## config.mk

```make
export PLATFORM = sky130hd
export DESIGN_NAME = inst_buffer
export DESIGN_NICKNAME = d
export VERILOG_FILES = /design/src/rtl/inst_buffer_pkg.sv /design/src/rtl/ib_storage.sv /design/src/rtl/inst_buffer.sv
export SDC_FILE = /design/constraint.sdc
export NUM_CORES = 2
export LEC_CHECK = 0
export CORE_MARGIN = 2
export CORE_UTILIZATION = 55
export DETAILED_ROUTE_END_ITERATION = 8
export GPL_ROUTABILITY_DRIVEN = 0
export PLACE_DENSITY_LB_ADDON = 0.12
export SETUP_SLACK_MARGIN = 0.15
export SLEW_MARGIN = 10
export SYNTH_ARGS = -nofsm -noshare
export SYNTH_HDL_FRONTEND = slang
export SYNTH_SLANG_ARGS = --single-unit
```

## constraint.sdc

```tcl
create_clock -name clock -period 37.9 [get_ports clock]
set_input_delay 7.58 -clock clock [delete_from_list [all_inputs] [get_ports clock]]
set_output_delay 7.58 -clock clock [all_outputs]
set_load 0.1 [all_outputs]
```

## src/rtl/inst_buffer_pkg.sv

```systemverilog
// Shared types for the instruction buffer: dispatch packet layout,
// default depth (`IB_SZ) and the head/tail pointer type.
`ifndef IB_SZ
`define IB_SZ 8
`endif

package inst_buffer_pkg;

  localparam int unsigned IB_DEPTH_DEFAULT = `IB_SZ;

  // Pointer type sized for the default depth.
  typedef logic [$clog2(IB_DEPTH_DEFAULT)-1:0] IB_PTR;

  // Decoded instruction handed from fetch/decode to dispatch.
  typedef struct packed {
    logic [31:0] inst;
    logic [31:0] pc;
    logic [31:0] npc;
    logic [4:0]  rs1_idx;
    logic [4:0]  rs2_idx;
    logic [4:0]  dest_reg_idx;
    logic        valid;
  } DP_PACKET;

endpackage

```

## src/rtl/ib_storage.sv

```systemverilog
// Instruction buffer entry storage: DEPTH x DP_PACKET register array with
// one write port, one asynchronous read port and asynchronous reset-clear.
module ib_storage
  import inst_buffer_pkg::*;
#(
  parameter int unsigned DEPTH = IB_DEPTH_DEFAULT
) (
  input  logic                     clock,
  input  logic                     reset,
  input  logic                     i_wr_en,
  input  logic [$clog2(DEPTH)-1:0] i_wr_addr,
  input  DP_PACKET                 i_wr_data,
  input  logic [$clog2(DEPTH)-1:0] i_rd_addr,
  output DP_PACKET                 o_rd_data
);

  DP_PACKET r_mem [DEPTH];

  // Entry write; reset wipes every entry regardless of the clock.
  always_ff @(posedge clock or posedge reset) begin
    if (reset) begin
      for (int unsigned i = 0; i < DEPTH; i++) begin
        r_mem[i] <= '0;
      end
    end else if (i_wr_en) begin
      r_mem[i_wr_addr] <= i_wr_data;
    end
  end

  // Asynchronous read of the head entry.
  always_comb begin
    o_rd_data = r_mem[i_rd_addr];
  end

endmodule

```

## src/rtl/inst_buffer.sv

```systemverilog
// Instruction buffer between fetch/decode and dispatch: circular FIFO with
// head/tail pointers and an occupancy counter. Squash flushes everything at
// the next edge and masks both handshakes while asserted.
// Optional macro INST_BUFFER_BYPASS_EN: when empty, an incoming packet is
// presented to dispatch in the same cycle and is not written if taken.
module inst_buffer
  import inst_buffer_pkg::*;
#(
  parameter int unsigned DEPTH = IB_DEPTH_DEFAULT
) (
  input  logic                   clock,
  input  logic                   reset,
  input  logic                   if_valid,
  input  DP_PACKET               if_packet,
  output logic                   ib_ready,
  output logic                   dp_valid,
  output DP_PACKET               dp_packet,
  input  logic                   dp_ready,
  input  logic                   squash,
  output logic [$clog2(DEPTH):0] count
);

  localparam int unsigned PW = $clog2(DEPTH);
  localparam logic [PW:0] FULL_CNT = (PW+1)'(DEPTH);

  logic [PW-1:0] r_head;
  logic [PW-1:0] r_tail;
  logic [PW:0]   r_count;

  logic     w_empty;
  logic     w_full;
  logic     w_bypass;
  logic     w_bypass_take;
  logic     w_push;
  logic     w_pop;
  DP_PACKET w_head_pkt;

  ib_storage #(
    .DEPTH (DEPTH)
  ) u_storage (
    .clock     (clock),
    .reset     (reset),
    .i_wr_en   (w_push),
    .i_wr_addr (r_tail),
    .i_wr_data (if_packet),
    .i_rd_addr (r_head),
    .o_rd_data (w_head_pkt)
  );

  // Handshake decode and dispatch output selection.
  always_comb begin
    w_empty       = (r_count == '0);
    w_full        = (r_count == FULL_CNT);
    w_bypass      = 1'b0;
`ifdef INST_BUFFER_BYPASS_EN
    w_bypass      = w_empty && if_valid && !squash;
`endif
    // A bypassed packet taken by dispatch never touches storage.
    w_bypass_take = w_bypass && dp_ready;
    ib_ready      = !w_full && !squash;
    dp_valid      = (!w_empty || w_bypass) && !squash;
    w_push        = if_valid && ib_ready && !w_bypass_take;
    w_pop         = dp_valid && dp_ready && !w_empty;
    dp_packet     = '0;
    if (dp_valid) begin
      dp_packet = w_bypass ? if_packet : w_head_pkt;
    end
    count         = r_count;
  end

  // Pointer and occupancy update; squash overrides any push/pop.
  always_ff @(posedge clock or posedge reset) begin
    if (reset) begin
      r_head  <= '0;
      r_tail  <= '0;
      r_count <= '0;
    end else if (squash) begin
      r_head  <= '0;
      r_tail  <= '0;
      r_count <= '0;
    end else begin
      if (w_push) r_tail <= r_tail + 1'b1;
      if (w_pop)  r_head <= r_head + 1'b1;
      case ({w_push, w_pop})
        2'b10:   r_count <= r_count + 1'b1;
        2'b01:   r_count <= r_count - 1'b1;
        default: r_count <= r_count;
      endcase
    end
  end

endmodule

```

==> run metrics <==
final worst slack=19.45 ns; crit-path max cell delay=1.01 ns; antenna violations before repair=11; Post-Route WL=91.1 mm; Leak=21.2 nW; Post-CTS Resized=0; grt total ovfl=0; Synth async-reset ratio=100%; DRT iter0 DRCs=1,235; drt wl/cell=24.4 um; CTS H-tree lvls=3; largest net degree at the start of global routing=181; Post-CTS Setup Bufs=0; area of the multi-input gates=17,200 sq um; DP HPWL=51.5 mm; Synthesized Nets=2,615; vias in the first global route=24,800; worst endpoint required time=30.32 ns; count of standard-cell rows=99; core area=73,100 sq um; CP max stage cell=clkdlybuf4s50_1; Synth Area in XOR/XNOR=0.0860%; IO Port Bufs=234; vias per inst=5.99; Finished Layout Cells=3,727; Register Area=22,700 sq um; kind of critical path=input pin to output port; pwr dens=73.5 nW/um^2; DP Worst Slack=19.41 ns; Final Skew=0.0211 ns; layout cell share with drive strength beyond 1=42.2%; endpoints failing setup=0; final core occ=64.4%; Area Growth Syn to Fin=15.5%; die area=76,300 sq um; Max Cap Violations=0; #FFs+latches synth=906; Tcrit/Tclk final=48.7%; antenna-violating nets left=0; clock transition at the registers of the reported paths=0.06 ns; Worst Max-Slew Pin Slew=1.08 ns; final-layout fill cell count=5,240; total negative setup slack=0 ns; most numerous cell on the critical path=clkdlybuf4s50_1; final net count=2,808; clk sink count=906; Starting Density=55.7%; Adder-Cell Fraction of Synth Area=0.123%; Overall Power=3.46 mW; Slew Viols, Final=0; critical path's top delay family=buffers and inverters; final worst path period need=18.45 ns; routed vias=22,300; Synth Area in Compound Gates=0.280%; total CTS buffers=96; maximum clock rate=54.2 MHz; dominant synthesized flop cell=dfrtp_1; crit-path max FO=58; clk_lat worst skew=0.63 ns; drt pass-1 iters=6; EDFF count, synth=0; Die Width=276 um; hold_buf cts=0; first-pass GRT wire length=144 mm; Clock Tree Buf Depth=3; Peak VDD IR=67.8 uV; Hold Crit Class=register to register; post-synthesis mux area share=40.0%; Syn Area/Cell=16.3 sq um; CTS tree=done; Worst slew margin=27.9%; Global Route Usage Sum=24.3%; Die Height=276 um; Residual DRC=0; outcome=completed; Worst Path Buf+Inv=3; crit end category=output port; CP Launch Type=input pin; Seq/Total Area, Yosys=55.7%; main combinational cell family by area after synthesis=multiplexers; final hold violations=0; synth unique cells=42; Syn. warnings=0; Placed Cells=3,548; RSZ-0062 raised after global routing=false; I/O pins=235; CTS root buffer=clkbuf_16; Worst Path Arrival=10.87 ns; share of synthesized cell area in and, or, nand and nor gates=1.66%; Cells after Synth=2,494; cells along the critical path=clkdlybuf4s50_1 > nand2b_4 > buf_4 > nor2_1 > clkdlybuf4s50_1; Syn Std Cell Area=40,700 sq um
==> logic make-up after synthesis <==
logic type,after synthesis
muxes,1235
DFF,906
buffers and inverters,181
and+or+nand+nor,149
AOI/OAI and AO/OA,15
xor gates and xnor gates,4
adders and majority gates,4
==> worst register-to-register path: stages, from the launching register on <==
cell,delay (ns)
dfrtp_1,0.48
nor4b_2,0.46
nor3_2,0.20
nand4_1,0.16
buf_4,0.83
buf_4,0.75
mux2_2,0.43
==> area by class of cell <==
class	count	share of cell area, %
Antenna cell	4	0.0213
Sequential cell	906	48.2
Timing Repair Buffer	271	5.73
Tap cell	959	2.55
Clock buffer	139	6.03
Inverter	5	0.0558
Clock inverter	36	0.819
Multi-Input combinational cell	1407	36.6
==> layout by cell type (no fill, tap or decap), drive strengths merged, types with 7 or more instances in the layout <==
master         synthesis  final
dfrtp                906    906
bufinv                 0      7
inv                    5      8
nor2                 120    120
mux2i                113    113
clkdlybuf4s50          0    234
clkbuf                45    139
mux4                 224    224
clkinv                 0     23
mux2                 898    898
buf                  131     37
==> flip-flops by register name (all words and copies together) (netlist names) <==
register and flops:
u_storage.r_mem 896, count 4, r_head 3, r_tail 3
==> per-layer routing <==
layer | wire length [um] | share of wire, % | GRT usage, %
met5 | 92 | 0.10 | 0
met4 | 1560 | 1.7 | 6.14
met3 | 3290 | 3.6 | 3.81
met2 | 46500 | 51 | 41.8
met1 | 39600 | 43 | 32.6
==> cell usage after synthesis (3+ instances only) <==
library cell / count / area, sq um
buf_1: 10 / 37.5
mux2_1: 168 / 1890
nor4b_2: 3 / 45.0
buf_6: 8 / 90.1
nand2_1: 5 / 18.8
o21ai_0: 4 / 20.0
inv_1: 5 / 18.8
mux2i_1: 113 / 1130
mux2_2: 730 / 8220
buf_2: 105 / 526
nor2_1: 120 / 450
clkbuf_1: 45 / 169
dfrtp_1: 906 / 22700
mux4_2: 224 / 5040
nand2b_1: 5 / 31.3
buf_4: 8 / 60.1
ha_1: 4 / 50.1
==> metrics by stage <==
stage                     hold slack [ns]  cell area, sq um
after floorplan                     0.452             40700
after detailed placement            0.473             43800
after global placement              0.462             43800
final                               0.484             47100
after global routing                0.497             47100
after CTS                           0.486             47000
==> worst paths after layout <==
| path | startpoint | endpoint | slack, ns | cells past startpoint |
|---|---|---|---|---|
| worst max-delay path | squash | dp_packet[43] | 19.45 | 5 |
| worst min-delay path | u_storage.r_mem[451] | u_storage.r_mem[451] | 0.48 | 1 |
| worst max register to register | count[1] | u_storage.r_mem[64] | 34.47 | 6 |
| worst min register to register | u_storage.r_mem[451] | u_storage.r_mem[451] | 0.48 | 1 |
| max in group asynchronous | reset | u_storage.r_mem[767] | 27.93 | 4 |
| min in group asynchronous | reset | u_storage.r_mem[359] | 7.43 | 2 |
==> report_power, final <==
part           leakage (nW)  switching (mW)  internal, mW
clock                  1.60           0.379         0.566
sequential             12.0           0.139          1.22
combinational          7.59           0.671         0.485
No activity file was read; power rests on OpenSTA's default activity.
==> patch: new RTL, same flow settings <==
Reset style: synchronous (`reset`), changed in 2 clocked blocks. Comments in the files are not updated.
--- a/src/rtl/ib_storage.sv
+++ b/src/rtl/ib_storage.sv
@@ -17,7 +17,7 @@
   DP_PACKET r_mem [DEPTH];
 
   // Entry write; reset wipes every entry regardless of the clock.
-  always_ff @(posedge clock or posedge reset) begin
+  always_ff @(posedge clock) begin
     if (reset) begin
       for (int unsigned i = 0; i < DEPTH; i++) begin
         r_mem[i] <= '0;
--- a/src/rtl/inst_buffer.sv
+++ b/src/rtl/inst_buffer.sv
@@ -69,7 +69,7 @@
   end
 
   // Pointer and occupancy update; squash overrides any push/pop.
-  always_ff @(posedge clock or posedge reset) begin
+  always_ff @(posedge clock) begin
     if (reset) begin
       r_head  <= '0;
       r_tail  <= '0;
Formal check against the unedited RTL: differs if reset is asserted again (counterexample within 4 cycles, from zero or initial values and one cycle with reset high); with reset held inactive, the same outputs for 4 cycles.
==> patch against the original RTL <==
  * Sequential share of layout area up 11 points
  * Synthesized area down 1.6%
  * Register-to-register slack worse by 0.67 ns
  * Sequential cell count up 3
  * First-iteration DRC count up 130%
  * Clock skew down 0.0094 ns
  * Routed wire length up 11%
  * Setup slack better by 0.088 ns
  * Global-route usage up 3.2 points
  * Cell area down 2.4%
  * Final cell count up 6.3%
  * Critical endpoint is now dp_packet[71]
  * Largest cell class unchanged
  * Highest routed layer unchanged
Power is not compared: it rests on default switching activity, and its combinational part moved more than twofold at a synthesized area within 25%.
==> patch: results (changes against the original RTL) <==
[critical_path]
regToRegEndpoint=u_storage.r_mem[7][64]
critPathCapture=dp_packet[71]
rr_startpoint=count[1]
crit_fanout=60  ; +3.4%

[timing]
holdWs_ns=0.491  ; +0.00720 ns
slew_headroom=0.222  ; -0.0576
fmax_ghz=0.0544  ; +0.48%
fin_skew_ns=0.0117  ; -0.00944 ns

[place]
place_ws_ns=19.54  ; +0.124 ns
dpl.hpwl_um=51200  ; -0.64%
dp.cells=3785  ; +6.7%
placed_cell_area_um2=42900  ; -2.1%

[routing]
wl_met3_um=8650  ; +160%
drt-vias-per-instance=6.00  ; +0.12%
wl_um=101000  ; +11%
drt_iter0_markers=2794  ; +130%
route.layer.met1.wl_um=39700  ; +0.14%
met2_length_um=50700  ; +8.9%

[synthesis]
synth_compound_area_frac=0.00287  ; +0.0000777
synth_commonest_cells=896 x edfxtp_1, 869 x nor2_1, 231 x nand2_1
syn_nets=2887  ; +10%
synth_fa_ha_area_frac=0.00206  ; +0.000832
synth_ff_type=edfxtp_1
synth_xor_area_frac=0.00131  ; +0.000451
synth.yosys.seq_area_share=0.678  ; +0.121
synth_cell_type_count=41  ; -2.4%
synth.area.top_cells=edfxtp_1 67%, mux4_2 13%, nor2_1 8.1%
async_flop_share=0  ; -1.00
synth_mux_area_frac=0.154  ; -0.246

[layout]
final_nets=3052  ; +8.7%
final_cells=3962  ; +6.3%
drive_gt1_frac=0.143  ; -0.279

[global_routing]
antenna_found_initial=13  ; +2
track_usage=0.275  ; +0.0325
grt_use_met3=0.0504  ; +0.0122

[power]
finalPower_mw=2.17

[worst_hold_path]
min-delay-start=r_head[1]

[status]
status=complete, no violations

==> patch: cell types whose count changed after synthesis, sizes merged, moves of 3 or more <==
cell    change
mux2      -898
inv         +3
dfxtp      +13
dfrtp     -906
a31o        +4
nand2b      -5
nor2      +749
clkbuf     +25
nand2     +225
and2      +157
edfxtp    +896
==> patch: area by class of cell <==
cell class | instances | area [um^2]
diodes | 7 | 17.5
clock buffers | 111 | 2480
clock inverters | 59 | 533
fillers | 5265 | 25900
inverters | 8 | 32.5
multi-input cells | 1645 | 11900
flip-flops and latches | 909 | 27200
well taps | 950 | 1190
repair buffers | 273 | 2640
==> patch: logic make-up (layout without fill, tap and decap cells) <==
family | Yosys count | after routing
AO/OA/AOI/OAI | 16 | 16
XOR/XNOR | 6 | 6
adder cells (fa/ha/maj) | 6 | 6
buffers and inverters | 210 | 451
flip-flops | 909 | 909
multiplexers | 336 | 336
other | 0 | 7
AND/OR/NAND/NOR | 1281 | 1281
